## src/rtl/uart_rx_oversampled.sv

```systemverilog
// Oversampling UART receiver: synchronised input, mid-bit 3-sample majority vote,
// configurable data width, parity and stop bits, with framing-error and break reporting.
module uart_rx_oversampled #(
    parameter int unsigned OVERSAMPLE  = 16,
    parameter int unsigned DATA_BITS   = 8,
    parameter int unsigned PARITY_MODE = 0,
    parameter int unsigned STOP_BITS   = 1
) (
    input  logic                 Baud_Clk,
    input  logic                 Reset,
    input  logic                 Rx_In,
    output logic [DATA_BITS-1:0] Data_Out,
    output logic                 Data_Valid,
    output logic                 Parity_Err,
    output logic                 Frame_Err,
    output logic                 Break_Det,
    output logic                 Busy
);

    localparam int unsigned M  = OVERSAMPLE / 2;
    localparam int unsigned TW = $clog2(OVERSAMPLE);
    localparam int unsigned CW = $clog2(DATA_BITS);

    localparam logic [TW-1:0] TickLast = TW'(OVERSAMPLE - 1);
    localparam logic [TW-1:0] TickS0   = TW'(M - 1);
    localparam logic [TW-1:0] TickS1   = TW'(M);
    localparam logic [TW-1:0] TickVote = TW'(M + 1);
    localparam logic [CW-1:0] DataLast = CW'(DATA_BITS - 1);
    localparam logic [CW-1:0] StopLast = CW'(STOP_BITS - 1);

    typedef enum logic [2:0] {StIdle, StStart, StData, StParity, StStop, StWaitHigh} state_e;

    state_e               state_q;
    logic                 rx_meta_q, rx_s_q;
    logic [TW-1:0]        tick_q;
    logic [CW-1:0]        bit_cnt_q;
    logic [1:0]           samp_q;
    logic [DATA_BITS-1:0] shift_q;
    logic                 parity_q;
    logic                 stop_ok_q, stop_any_q;

    logic          vote, vote_edge, bit_end;
    logic [TW-1:0] tick_next;
    logic          parity_err_c, frame_err_c, break_c;

    always_comb begin
        vote      = (samp_q[0] & samp_q[1]) | (samp_q[0] & rx_s_q) | (samp_q[1] & rx_s_q);
        vote_edge = (tick_q == TickVote);
        bit_end   = (tick_q == TickLast);
        tick_next = bit_end ? '0 : tick_q + 1'b1;
        // Even mode expects XOR(data, parity) = 0, odd mode expects 1.
        parity_err_c = 1'b0;
        if (PARITY_MODE == 1) parity_err_c = ^{shift_q, parity_q};
        if (PARITY_MODE == 2) parity_err_c = ~(^{shift_q, parity_q});
        frame_err_c = ~(stop_ok_q & vote);
        break_c     = (shift_q == '0) && ((PARITY_MODE == 0) || !parity_q)
                      && !(stop_any_q | vote);
    end

    always_ff @(posedge Baud_Clk or posedge Reset) begin
        if (Reset) begin
            rx_meta_q  <= 1'b1;
            rx_s_q     <= 1'b1;
            state_q    <= StIdle;
            tick_q     <= '0;
            bit_cnt_q  <= '0;
            samp_q     <= '0;
            shift_q    <= '0;
            parity_q   <= 1'b0;
            stop_ok_q  <= 1'b0;
            stop_any_q <= 1'b0;
            Data_Out   <= '0;
            Data_Valid <= 1'b0;
            Parity_Err <= 1'b0;
            Frame_Err  <= 1'b0;
            Break_Det  <= 1'b0;
            Busy       <= 1'b0;
        end else begin
            rx_meta_q  <= Rx_In;
            rx_s_q     <= rx_meta_q;
            Data_Valid <= 1'b0;
            if (tick_q == TickS0) samp_q[0] <= rx_s_q;
            if (tick_q == TickS1) samp_q[1] <= rx_s_q;

            unique case (state_q)
                StIdle: begin
                    if (!rx_s_q) begin
                        state_q    <= StStart;
                        tick_q     <= TW'(1);
                        bit_cnt_q  <= '0;
                        stop_ok_q  <= 1'b1;
                        stop_any_q <= 1'b0;
                        Busy       <= 1'b1;
                    end
                end
                StStart: begin
                    tick_q <= tick_next;
                    if (vote_edge && vote) begin
                        state_q <= StIdle;
                        tick_q  <= '0;
                        Busy    <= 1'b0;
                    end else if (bit_end) begin
                        state_q <= StData;
                    end
                end
                StData: begin
                    tick_q <= tick_next;
                    if (vote_edge) shift_q <= {vote, shift_q[DATA_BITS-1:1]};
                    if (bit_end) begin
                        if (bit_cnt_q == DataLast) begin
                            bit_cnt_q <= '0;
                            state_q   <= (PARITY_MODE != 0) ? StParity : StStop;
                        end else begin
                            bit_cnt_q <= bit_cnt_q + 1'b1;
                        end
                    end
                end
                StParity: begin
                    tick_q <= tick_next;
                    if (vote_edge) parity_q <= vote;
                    if (bit_end) state_q <= StStop;
                end
                StStop: begin
                    tick_q <= tick_next;
                    if (vote_edge) begin
                        stop_ok_q  <= stop_ok_q & vote;
                        stop_any_q <= stop_any_q | vote;
                        // Frame completes mid-stop-bit so an early next start is still caught.
                        if (bit_cnt_q == StopLast) begin
                            Data_Out   <= shift_q;
                            Parity_Err <= parity_err_c;
                            Frame_Err  <= frame_err_c;
                            Break_Det  <= break_c;
                            Data_Valid <= 1'b1;
                            tick_q     <= '0;
                            bit_cnt_q  <= '0;
                            if (frame_err_c) begin
                                state_q <= StWaitHigh;
                            end else begin
                                state_q <= StIdle;
                                Busy    <= 1'b0;
                            end
                        end
                    end else if (bit_end) begin
                        bit_cnt_q <= bit_cnt_q + 1'b1;
                    end
                end
                StWaitHigh: begin
                    if (rx_s_q) begin
                        state_q <= StIdle;
                        Busy    <= 1'b0;
                    end
                end
                default: state_q <= StIdle;
            endcase
        end
    end

endmodule

```

## config.mk

```make
export PLATFORM = sky130hd
export DESIGN_NAME = uart_rx_oversampled
export DESIGN_NICKNAME = d
export VERILOG_FILES = /design/src/rtl/uart_rx_oversampled.sv
export SDC_FILE = /design/constraint.sdc
export NUM_CORES = 1
export LEC_CHECK = 0
export ABC_CLOCK_PERIOD_IN_PS = 3310
export BUFFER_PORTS_ARGS = -buffer_cell sky130_fd_sc_hd__buf_2
export CAP_MARGIN = 20
export CORE_UTILIZATION = 63
export CTS_BUF_LIST = sky130_fd_sc_hd__clkbuf_16
export CTS_CLUSTER_DIAMETER = 150
export DETAILED_ROUTE_END_ITERATION = 12
export GPL_ROUTABILITY_DRIVEN = 0
export PLACE_DENSITY = 0.92
export SYNTH_ARGS = -nofsm -noshare
export SYNTH_HDL_FRONTEND = slang
export SYNTH_SLANG_ARGS = --single-unit
```

## constraint.sdc

```tcl
create_clock -name Baud_Clk -period 3.31 [get_ports Baud_Clk]
set_clock_uncertainty 0.2 [all_clocks]
set_input_delay 0.662 -clock Baud_Clk [delete_from_list [all_inputs] [get_ports Baud_Clk]]
set_output_delay 0.662 -clock Baud_Clk [all_outputs]
set_load 0.005 [all_outputs]
```

* Word-level counts from Yosys, hierarchy flattened *
Index checks and enable logic that the tools add are counted.

storage, ports and cells
  flip-flop bits (word level) = 36
  bits of input ports = 3
  output and inout port bits = 13
  logic and storage cells = 104

operators by class
  add/sub/neg operators = 2
  equality and inequality tests = 22
  muxes and demuxes = 39
  bitwise gates (word level) = 8
  reductions and logical operators = 18

operator list
  cell                                                 number
  2-to-1 mux 3 bit                                     16
  2-to-1 mux 4 bit                                     5
  inequality test 2 bit, second input constant         9
  case mux 3 bit (6 select lines)                      1
  case mux 4 bit (4 select lines)                      1
  equality test 4 bit, second input constant           3
  2-to-1 mux 1 bit                                     12
  equality test 3 bit, second input constant           3
  inequality test 3 bit, second input constant         3
  case mux 3 bit (3 select lines)                      1
  zero test 8 bit                                      1
  AND reduction 8 bit                                  1
  nonzero test 4 bit                                   2
  AND reduction 7 bit                                  1
  equality test 3 x 2 -> 1 bit, second input constant  2
  zero test 3 bit                                      2
  AND reduction 3 bit                                  2
  AND reduction 5 bit                                  1
  adder 4 x 1 -> 4 bit, second input constant          1
  AND 1 bit                                            4
  equality test 4 x 3 -> 1 bit, second input constant  1
  case mux 1 bit (2 select lines)                      2
  case mux 1 bit (4 select lines)                      1
  AND reduction 2 bit                                  2
  9 further kinds                                      12

* Longest topological paths before layout *
  depth after elaboration = 8
  gate-level depth with buffers = 8
  mapped depth without buffers = 7

* Worst setup path after synthesis *
OpenSTA, ideal clock, no wires.

  path kind = register to register
  start = register tick_q[0]
  end = register bit_cnt_q[0]
  setup time = 128 ps
  arrival = 1656 ps
  data required time = 2982 ps
  path slack = 1326 ps
  stages on the path, launching flop included = 7
  path buffers = 0
  period minus slack after synthesis = 1984 ps
  path through = dfrtp_1 ha_1 and3b_1 a21o_1 a221oi_2 o31ai_2 mux2_1

on the way
  cells in the longest elaborated chain, start to end = 3
  elaborated cells on any way between the ends = 8
  classes of those cells = 5 x eq/ne; 2 x mux; 1 x reduce/logical

ends and longest elaborated chain
  what                                                                              RTL line  text
  from (decl)                                                                       35        logic [TW-1:0] tick_q;
  from (signal assigned)                                                            97        tick_q <= tick_next;
  from (signal assigned)                                                            107       tick_q <= tick_next;
  from (signal assigned)                                                            119       tick_q <= tick_next;
  equality test 4 bit (on tied branches)                                            48, 49
  inequality test 3 bit (no line), or another cell as far along                     --
  AND reduction 5 bit (no line) or case mux 3 bit (3 select lines) (tied branches)  --
  to (signal assigned)                                                              114       bit_cnt_q <= bit_cnt_q + 1'b1;
  to (signal assigned)                                                              145       bit_cnt_q <= bit_cnt_q + 1'b1;
  to (decl)                                                                         36        logic [CW-1:0] bit_cnt_q;

Several ways; a longest one is shown, not always the timed one.
A chain may end at the register's enable or synchronous reset.

* Worst setup path after layout *
  start = register state_q[2]
  end = register bit_cnt_q[0]

on the way
  cells in the longest elaborated chain, start to end = 3
  elaborated cells on any way between the ends = 10
  classes of those cells = 6 x eq/ne; 1 x mux; 3 x reduce/logical

ends and longest elaborated chain
  what                                                           RTL line  text
  from (decl)                                                    33        state_e state_q;
  from (signal assigned)                                         64        state_q <= StIdle;
  from (signal assigned)                                         88        state_q <= StStart;
  from (signal assigned)                                         99        state_q <= StIdle;
  equality test 3 bit, or another cell as far along              85        unique case (state_q)
  inequality test 3 bit (no line), or another cell as far along  --
  AND reduction 5 bit (no line)                                  --

Several ways; a longest one is shown, not always the timed one.

==> metrics <==
worst path required time=between 3 and 4 ns; Worst Hold Class=reg -> reg; worst rel slew slack=54.4%; area delta synth->final=12.6%; slew of the pin with the lowest slew margin=approximately 0.7 ns; # clock sinks=36; unrepaired setup endpoints after global routing=false; ANT cells=0; crit path cell chain=nor2b_1 > a21oi_1 > o31ai_2 > mux2_1; ys flop type=dfrtp_1; Area after DPL=1890 um^2; DIE AREA=3110 um^2; status=finished, final reports clean; drt wl/cell=roughly 15 um; H-tree depth=2; Layout Cell Area excl Fill=2050 um^2; Gate Count Post-Synth=185; Setup CP Type=reg -> reg; leak pwr=1.07 nW; Initial DRC Count=between 60 and 70; Worst path top cell family by delay=flip-flops; final hold violations=0; critical path launch point type=flop; initial core utilization=approximately 66%; peak supply drop=0.000704 V; Post-synth EDFFs=0; most frequent cells in the layout=nand2_1, dfrtp_1, buf_2; Vias=roughly 1.4k; Largest stage delay, worst path=0.78 ns; register clock-pin slew on the reported worst setup and hold paths=roughly 0.050 ns; Worst Path Buf+Inv=0; synthesized area per cell=~9.8 um^2; Core Area=2760 um^2; initial antenna violation count=0; die boundary width=roughly 56 um; IO Count=16; CTS Hold Buffers Added=0; GRT Residual Overflow=0; Slew Limit Fails=0; CTS resizes=0; setup_tns=0 ns; Total Routing Usage GR=a little over a quarter; Port Buffers=14; nets@finish=between 200 and 250; maxcap violations=0; Tot Pwr=1.46 mW; Max Clk Rate=roughly 450 MHz; crit share post-route=67.0%; share of cells above drive strength 1=roughly a fifth; cell area power density=713 nW/um^2; warnings from Yosys=0; cell area after synthesis=1820 um^2; Period minus WS final=2.22 ns; first drt pass iteration count=4; # DRC=0; CTS Buf Count=5; CP Capture Type=flop; Critical Path Fanout Max=23; slowest CP cell=dfrtp_1; DP HPWL=between 2000 and 2500 um; hold slack final=between 0.15 and 0.2 ns; post-CTS setup buffers=0; largest net degree at the start of global routing=37; Mapped Nets=between 150 and 200; vias in the first global route=1,309; cell row count=19; Root Driver=clkbuf_16; commonest non-fill, non-tap cell in the layout=nand2_1; DRT Wirelength=3460 um; Routed Antenna Nets=0; synth unique cells=50; final setup vio count=0; CTS Buffer Depth=2; Async S/R FF share, synth=100%; post-synthesis sequential area ratio=49.6%; Via-to-Cell Ratio=5.94; global-route wire length before repair=6130 um; register bit count reported by yosys=36; clock latency on the worst-skew pair=0.28 ns; Die Y=~56 um; CTS tree=yes; crit path DAT=2.17 ns
[state kept, by name, summed over array words and instances, names as in the netlist]
name,count
rx_meta_q,1
state_q,3
Data_Out,8
Frame_Err,1
bit_cnt_q,3
rx_s_q,1
shift_q,8
Break_Det,1
Data_Valid,1
stop_ok_q,1
stop_any_q,1
tick_q,4
samp_q,2
Busy,1
[report_power, final]
| part | switching, mW | total [mW] | internal [mW] | leakage, nW |
|---|---|---|---|---|
| clock | 0.167 | 0.518 | 0.350 | 0.0850 |
| sequential | 0.0906 | 0.589 | 0.499 | 0.471 |
| combinational | 0.196 | 0.355 | 0.159 | 0.509 |
| total | 0.454 | 1.46 | 1.01 | 1.07 |
[Yosys cell counts, types with 2 or more instances]
cell      number  area share (%)
mux2_1         2             1.2
a31oi_1        2            0.69
dfrtp_1       34              47
nor2_1        12             2.5
o21ai_1        2            0.55
mux2_2        10             6.2
nand2_1       37             7.6
ha_1           6             4.1
nor3_1         4             1.1
dfstp_2        2             2.9
nor3b_1        2            0.82
nand3_1        5             1.4
clkbuf_1       2            0.41
inv_1          9             1.9
nand2b_1       2            0.69
and3_1         2            0.69
a22oi_1        2            0.82
a21oi_1        7             1.9
buf_2          4             1.1
o31ai_1        2            0.82
o21ai_0        7             1.9
a21o_1         2            0.82
[path summary, 6_finish.rpt]
| path | from | to | slack [ns] | cells after the start |
|---|---|---|---|---|
| min in group asynchronous | Reset | Data_Out[2] | 0.27 | 3 |
| worst max-delay path | state_q[2] | bit_cnt_q[0] | 1.09 | 4 |
| worst min-delay path | rx_meta_q | rx_s_q | 0.16 | 0 |
| worst max register to register | state_q[2] | bit_cnt_q[0] | 1.09 | 4 |
| max in group asynchronous | Reset | rx_s_q | 2.31 | 3 |
| worst min register to register | rx_meta_q | rx_s_q | 0.16 | 0 |
[kinds of logic (layout without fill, tap and decap cells)]
logic type,Yosys count,after routing,share of synthesized area (%)
and+or+nand+nor,75,75,19.1
adders and majority gates,7,7,4.74
buffers and inverters,18,32,4.60
muxes,13,13,7.97
AOI/OAI and AO/OA,34,34,13.3
other,1,1,0.206
DFF,36,36,49.6
xor gates and xnor gates,1,1,0.481
[layer usage]
layer	vias up	wire length (um)	GRT usage [%]	share of wire (%)
li1	665	-	-	-
met5	-	0	0	0
met2	46	1640	40.8	47
met1	645	1560	33.8	45
met3	10	172	8.60	5.0
met4	0	94	13.2	2.7
[layout make-up]
cell class,count,area (um^2)
multi-input cells,131,833
clock buffers,5,125
flip-flops and latches,36,903
repair buffers,15,77.6
inverters,9,33.8
well taps,31,38.8
fillers,192,707
clock inverters,3,38.8
[through the flow]
step | utilization, % | instances | setup slack [ns]
after floorplan | - | 185 | 1.33
after global placement | 68.4 | 222 | 1.21
after detailed placement | 68.4 | 222 | 1.13
after CTS | 74.4 | 230 | 1.12
after global routing | 74.4 | 230 | 0.964
final | 74.4 | 230 | 1.09
Note: power is estimated with default switching activity, not from simulation.
